$ cat config.mk
export PLATFORM = sky130hd
export DESIGN_NAME = uart_tx_engine_flat
export DESIGN_NICKNAME = d
export VERILOG_FILES = /design/src/rtl/uart_tx_engine_if.sv /design/src/rtl/uart_tx_engine.sv /design/src/flat_wrapper.sv
export SDC_FILE = /design/constraint.sdc
export NUM_CORES = 1
export LEC_CHECK = 0
export ABC_CLOCK_PERIOD_IN_PS = 5150
export CAP_MARGIN = 15
export CORE_UTILIZATION = 35
export CTS_CLUSTER_DIAMETER = 60
export CTS_CLUSTER_SIZE = 10
export DETAILED_ROUTE_END_ITERATION = 16
export GPL_TIMING_DRIVEN = 0
export PLACE_DENSITY = 0.62
export SYNTH_ARGS = -nofsm -noshare
export SYNTH_HDL_FRONTEND = slang
export SYNTH_SLANG_ARGS = --single-unit
$ cat constraint.sdc
create_clock -name CLK -period 5.15 [get_ports CLK]
set_input_delay 1.2875 -clock CLK [delete_from_list [all_inputs] [get_ports CLK]]
set_output_delay 1.2875 -clock CLK [all_outputs]
set_load 0.01 [all_outputs]
$ cat src/rtl/uart_tx_engine_if.sv
// ---------------------------------------------------------------------------
// uart_tx_engine_if
// Handshake/data bundle between the TX-side data synchroniser (master) and
// the UART transmit engine (slave).
//   P_DATA      word to send, sampled on acceptance
//   Data_Valid  request to send P_DATA
//   Parity_EN   append parity bit (sampled on acceptance)
//   Parity_Type 0 = even, 1 = odd (sampled on acceptance)
//   Stop2_EN    two stop bits (sampled on acceptance)
//   TX_OUT      serial line, idles high
//   busy        a frame occupies the line
//   tx_ack      pulse in the cycle a request is accepted
//   excep       pulse when acceptance is back-to-back with the previous frame
// ---------------------------------------------------------------------------
interface uart_tx_engine_if #(
    parameter int unsigned DATA_WIDTH = 8
);
    logic [DATA_WIDTH-1:0] P_DATA;
    logic                  Data_Valid;
    logic                  Parity_EN;
    logic                  Parity_Type;
    logic                  Stop2_EN;
    logic                  TX_OUT;
    logic                  busy;
    logic                  tx_ack;
    logic                  excep;

    modport master (
        output P_DATA, Data_Valid, Parity_EN, Parity_Type, Stop2_EN,
        input  TX_OUT, busy, tx_ack, excep
    );

    modport slave (
        input  P_DATA, Data_Valid, Parity_EN, Parity_Type, Stop2_EN,
        output TX_OUT, busy, tx_ack, excep
    );
endinterface

$ cat src/rtl/uart_tx_engine.sv
// ---------------------------------------------------------------------------
// uart_tx_engine
// UART transmit engine: serialises one DATA_WIDTH-bit word per frame, LSB
// first, with optional even/odd parity and one or two stop bits. CLK is the
// baud clock (one line bit per cycle).
//   CLK   baud clock, rising edge
//   RST   asynchronous, active-low reset
//   bus   uart_tx_engine_if.slave (data/config in, TX_OUT/busy/tx_ack/excep out)
// ---------------------------------------------------------------------------
module uart_tx_engine #(
    parameter int unsigned DATA_WIDTH = 8
) (
    input  logic               CLK,
    input  logic               RST,
    uart_tx_engine_if.slave    bus
);
    localparam int unsigned CNT_W = $clog2(DATA_WIDTH);

    typedef enum logic [2:0] {
        IDLE   = 3'd0,
        START  = 3'd1,
        DATA   = 3'd2,
        PARITY = 3'd3,
        STOP1  = 3'd4,
        STOP2  = 3'd5
    } state_t;

    state_t                state_q, state_n;
    logic [DATA_WIDTH-1:0] shift_q;
    logic [CNT_W-1:0]      cnt_q;
    logic                  par_en_q;
    logic                  par_bit_q;
    logic                  stop2_q;
    logic                  final_stop;
    logic                  accept;
    logic                  tx_n;

    always_comb begin
        final_stop = (state_q == STOP2) || ((state_q == STOP1) && !stop2_q);
        accept     = bus.Data_Valid && ((state_q == IDLE) || final_stop);
    end

    // Acknowledge/exception are combinational on the accepting cycle; gated
    // by RST so nothing is signalled while the block is held in reset.
    assign bus.tx_ack = accept && RST;
    assign bus.excep  = accept && final_stop && RST;

    always_comb begin
        state_n = state_q;
        case (state_q)
            IDLE:    state_n = accept ? START : IDLE;
            START:   state_n = DATA;
            DATA: begin
                if (cnt_q == CNT_W'(DATA_WIDTH - 1))
                    state_n = par_en_q ? PARITY : STOP1;
            end
            PARITY:  state_n = STOP1;
            STOP1: begin
                if (stop2_q)     state_n = STOP2;
                else if (accept) state_n = START;
                else             state_n = IDLE;
            end
            STOP2:   state_n = accept ? START : IDLE;
            default: state_n = IDLE;
        endcase

        // TX_OUT is registered from the next state so the line changes on
        // the same edge as the state it represents.
        tx_n = 1'b1;
        case (state_n)
            START:   tx_n = 1'b0;
            DATA:    tx_n = shift_q[0];
            PARITY:  tx_n = par_bit_q;
            default: tx_n = 1'b1;
        endcase
    end

    always_ff @(posedge CLK or negedge RST) begin
        if (!RST) begin
            state_q    <= IDLE;
            bus.TX_OUT <= 1'b1;
            bus.busy   <= 1'b0;
            shift_q    <= '0;
            cnt_q      <= '0;
            par_en_q   <= 1'b0;
            par_bit_q  <= 1'b0;
            stop2_q    <= 1'b0;
        end else begin
            state_q    <= state_n;
            bus.TX_OUT <= tx_n;
            bus.busy   <= (state_n != IDLE);
            cnt_q      <= (state_q == DATA) ? cnt_q + 1'b1 : '0;

            // Parity is resolved at acceptance from the latched word and
            // type, so only the resulting line bit needs to be held.
            if (accept) begin
                shift_q   <= bus.P_DATA;
                par_en_q  <= bus.Parity_EN;
                par_bit_q <= (^bus.P_DATA) ^ bus.Parity_Type;
                stop2_q   <= bus.Stop2_EN;
            end else if (state_n == DATA) begin
                shift_q   <= shift_q >> 1;
            end
        end
    end
endmodule

$ cat src/flat_wrapper.sv
// flat-port wrapper written by rule: the top's interface ports become plain ports
module uart_tx_engine_flat 
#(
    parameter int unsigned DATA_WIDTH = 8
)
  (CLK, RST, bus_P_DATA, bus_Data_Valid, bus_Parity_EN, bus_Parity_Type, bus_Stop2_EN, bus_TX_OUT, bus_busy, bus_tx_ack, bus_excep);
  uart_tx_engine_if #(.DATA_WIDTH(DATA_WIDTH)) bus_i ();
  input  logic CLK;
  input  logic RST;
  input wire logic [$bits(bus_i.P_DATA)-1:0] bus_P_DATA;
  input wire logic [$bits(bus_i.Data_Valid)-1:0] bus_Data_Valid;
  input wire logic [$bits(bus_i.Parity_EN)-1:0] bus_Parity_EN;
  input wire logic [$bits(bus_i.Parity_Type)-1:0] bus_Parity_Type;
  input wire logic [$bits(bus_i.Stop2_EN)-1:0] bus_Stop2_EN;
  output wire logic [$bits(bus_i.TX_OUT)-1:0] bus_TX_OUT;
  output wire logic [$bits(bus_i.busy)-1:0] bus_busy;
  output wire logic [$bits(bus_i.tx_ack)-1:0] bus_tx_ack;
  output wire logic [$bits(bus_i.excep)-1:0] bus_excep;
  assign bus_i.P_DATA = bus_P_DATA;
  assign bus_i.Data_Valid = bus_Data_Valid;
  assign bus_i.Parity_EN = bus_Parity_EN;
  assign bus_i.Parity_Type = bus_Parity_Type;
  assign bus_i.Stop2_EN = bus_Stop2_EN;
  assign bus_TX_OUT = bus_i.TX_OUT;
  assign bus_busy = bus_i.busy;
  assign bus_tx_ack = bus_i.tx_ack;
  assign bus_excep = bus_i.excep;
  uart_tx_engine #(.DATA_WIDTH(DATA_WIDTH)) u_core (.CLK(CLK), .RST(RST), .bus(bus_i));
endmodule
==> flow_metrics.tcl <==
set metrics [dict create \
    status "finished, final reports clean" \
    synth_largest_area_cell "dfrtp_1" \
    ir_worst_vdd_mv 0.250 \
    worst_slack_ns 0.715 \
    cp_num_buf_inv 2 \
    crit_chain "clkdlybuf4s50_1 > and4b_1 > clkdlybuf4s50_1" \
    ys.flop_type "dfrtp_1" \
    layout.cells.non_filler 149 \
    place_inst 145 \
    fp.dieW_um 55.7 \
    overflow 0 \
    hold_violations 0 \
    crit_path_start_kind "input port" \
    drt-total-wl_um 1760 \
    dieHeight_um 55.7 \
    synth-simple-area-share_pct 22.1 \
    worst_pin_slew_ns 0.874 \
    gp_congestion 0.724 \
    cts_sinks 19 \
    final_nets 135 \
    synth_top_family_by_area "simple AND/OR/NAND/NOR gates" \
    synth-xor-area-share_pct 7.44 \
    diodes 0 \
    rows 19 \
    ctsHoldBuffers 0 \
    cts.clk_slew.worst_paths_ns 0.10 \
    post_cts_buffers 0 \
    power_density_nw_per_um2 525 \
    io_buffers 17 \
    avgSynthCellArea_um2 10.4 \
    dr.pass1.iters 4 \
    wl_per_cell_um 11.8 \
    cts_max_level 1 \
    syn_nets 113 \
    slew_headroom_pct 41.5 \
    synthArstFlopShare_pct 100 \
    synth-edff-count 0 \
    cts_tree "yes" \
    drt_iter0_drc 14 \
    critical_path_class "in2out" \
    cts_resized 0 \
    arrival_ns 3.15 \
    post-route-util_pct 45.5 \
    synth_compound_area_share_pct 10.5 \
    multi_input_area_um2 499 \
    core_um2 2730 \
    drive_gt1_share_pct 9.32 \
    cts-root-buf "clkbuf_4" \
    synth_cell_type_count 35 \
    hpwl_um 1350 \
    ys_warn_count 0 \
    setup_viol 0 \
    p_leak_uw 0.000569 \
    worst_setup_path_end_kind "primary output" \
    area_growth_pct 23.3 \
    yosys.area_share.adder_pct 2.48 \
    ant_nets 0 \
    pre_cts_slack_ns 0.635 \
    grt_pass1_wl_um 3190 \
    seq_area_um2 477 \
    initial_core_util_pct 36.9 \
    synth_area_leaders "dfrtp_1 45%, mux2i_1 6.9%, nand2_1 6.3%, xnor2_1 3.5%, o21ai_1 3.0%" \
    synthMuxAreaShare_pct 6.95 \
    antenna_found_initial 0 \
    yosysTopAreaCellShare_pct 44.7 \
    clock_latency_ns 0.29 \
    worstPathMaxFanout 21 \
    crit_path_max_incr_delay_ns 1.04 \
    slew_violations 0 \
    die_area_um2 3100 \
    slowest_stage "clkdlybuf4s50_1" \
    design.portCount 18 \
    cts_made_buffers 3 \
    grt_max_degree 22 \
    syn_area_um2 1010 \
    n_fill_cell 277 \
    drc 0 \
    syn_inst 97 \
    synth_seq_area_share_pct 47.3 \
    fin_tns_setup_ns 0 \
    cts_max_path_buffers 2 \
    ys_seq_elements 19 \
    gr-usage-all-layers_pct 13.2 \
    viasPerCell 4.94 \
    required_ns 3.86 \
    vias 736 \
    first_global_vias 781 \
    max_freq_ghz 0.225 \
    min_period_over_period_pct 86.1 \
    crit_family "buffers and inverters" \
    whs_ns 0.450 \
    fin_worst_skew_ns 0.00135 \
    cp_common_cell "clkdlybuf4s50_1" \
    rsz0062_at_grt "false" \
    maxCapViolations 0 \
    layout_min_cycle_time_ns 4.43 \
    worstHoldPathType "reg2reg" \
]
[synth_stat cells (2+ instances only)]
cell	instances
o21ai_0	2
inv_1	2
nand2_1	17
xor2_1	2
and2b_1	2
nor3_1	2
xnor2_1	4
ha_1	2
and2_1	3
buf_2	2
o21ai_1	6
dfrtp_1	18
nand2b_1	3
mux2i_1	7
nor2b_1	2
nand3b_1	2
nor2_1	3
[power breakdown]
group          total (uW)  internal, uW  leakage (uW)  switching [uW]
sequential            255           219      0.000239            36.0
clock                73.8          30.1     0.0000150            43.7
combinational         325           165      0.000315             160
[stage by stage]
stage	total power [uW]	cell area (um2)
CTS	665	1240
global placement	579	1220
global route	714	1240
detailed placement	588	1220
floorplan	503	1010
finish	653	1240
[cells by family (layout without fill, tap and decap cells)]
family | after synthesis | count (layout)
AOI/OAI and AO/OA | 15 | 15
xor gates and xnor gates | 7 | 7
adders and majority gates | 2 | 2
buffers and inverters | 6 | 27
DFF | 19 | 19
muxes | 7 | 7
and+or+nand+nor | 41 | 41
[sequential cells by signal, summed over array words and instances, names as in the netlist]
name	flops
u_core.bus.TX_OUT	1
u_core.bus.busy	1
u_core.cnt_q	3
u_core.par_bit_q	1
u_core.par_en_q	1
u_core.shift_q	8
u_core.state_q	3
u_core.stop2_q	1
[worst paths after layout]
kind	start	to	slack, ns	depth (start not counted)
max	RST	bus_excep	0.72	3
min in group asynchronous	RST	u_core.state_q[0]	1.48	1
max reg2reg	u_core.cnt_q[0]	u_core.shift_q[2]	3.16	6
max in group asynchronous	RST	u_core.stop2_q	3.13	1
min	u_core.cnt_q[0]	u_core.cnt_q[0]	0.45	1
min reg2reg	u_core.cnt_q[0]	u_core.cnt_q[0]	0.45	1
[cell type report]
| cell class | count | area share, % |
|---|---|---|
| well taps | 31 | 3.12 |
| plain buffers | 4 | 2.01 |
| flip-flops and latches | 19 | 38.3 |
| clock buffers | 4 | 2.11 |
| multi-input cells | 72 | 40.1 |
| repair buffers | 17 | 13.7 |
| inverters | 2 | 0.604 |
[routing by layer]
metal / routed length [um] / GRT usage (%) / up-vias
li1: - / - / 372
met1: 827 / 14.8 / 347
met2: 848 / 23.4 / 15
met3: 76 / 3.72 / 2
met4: 8 / 5.36 / 0
met5: 0 / 0 / -
[placed cells by master (no fill, tap or decap), types with 2 or more instances in the layout]
| cell | netlist | routed |
|---|---|---|
| mux2i_1 | 7 | 7 |
| nor2b_1 | 2 | 2 |
| xor2_1 | 2 | 2 |
| nand2_1 | 17 | 17 |
| xnor2_1 | 4 | 4 |
| clkbuf_1 | 1 | 2 |
| clkbuf_4 | 0 | 3 |
| o21ai_0 | 2 | 2 |
| nand2b_1 | 3 | 3 |
| and2_1 | 3 | 3 |
| nand3b_1 | 2 | 2 |
| and2b_1 | 2 | 2 |
| clkdlybuf4s50_1 | 0 | 17 |
| buf_2 | 2 | 2 |
| inv_1 | 2 | 2 |
| dfrtp_1 | 18 | 18 |
| nor2_1 | 3 | 3 |
| nor3_1 | 2 | 2 |
| ha_1 | 2 | 2 |
| o21ai_1 | 6 | 6 |
Note: power is estimated with default switching activity, not from simulation.
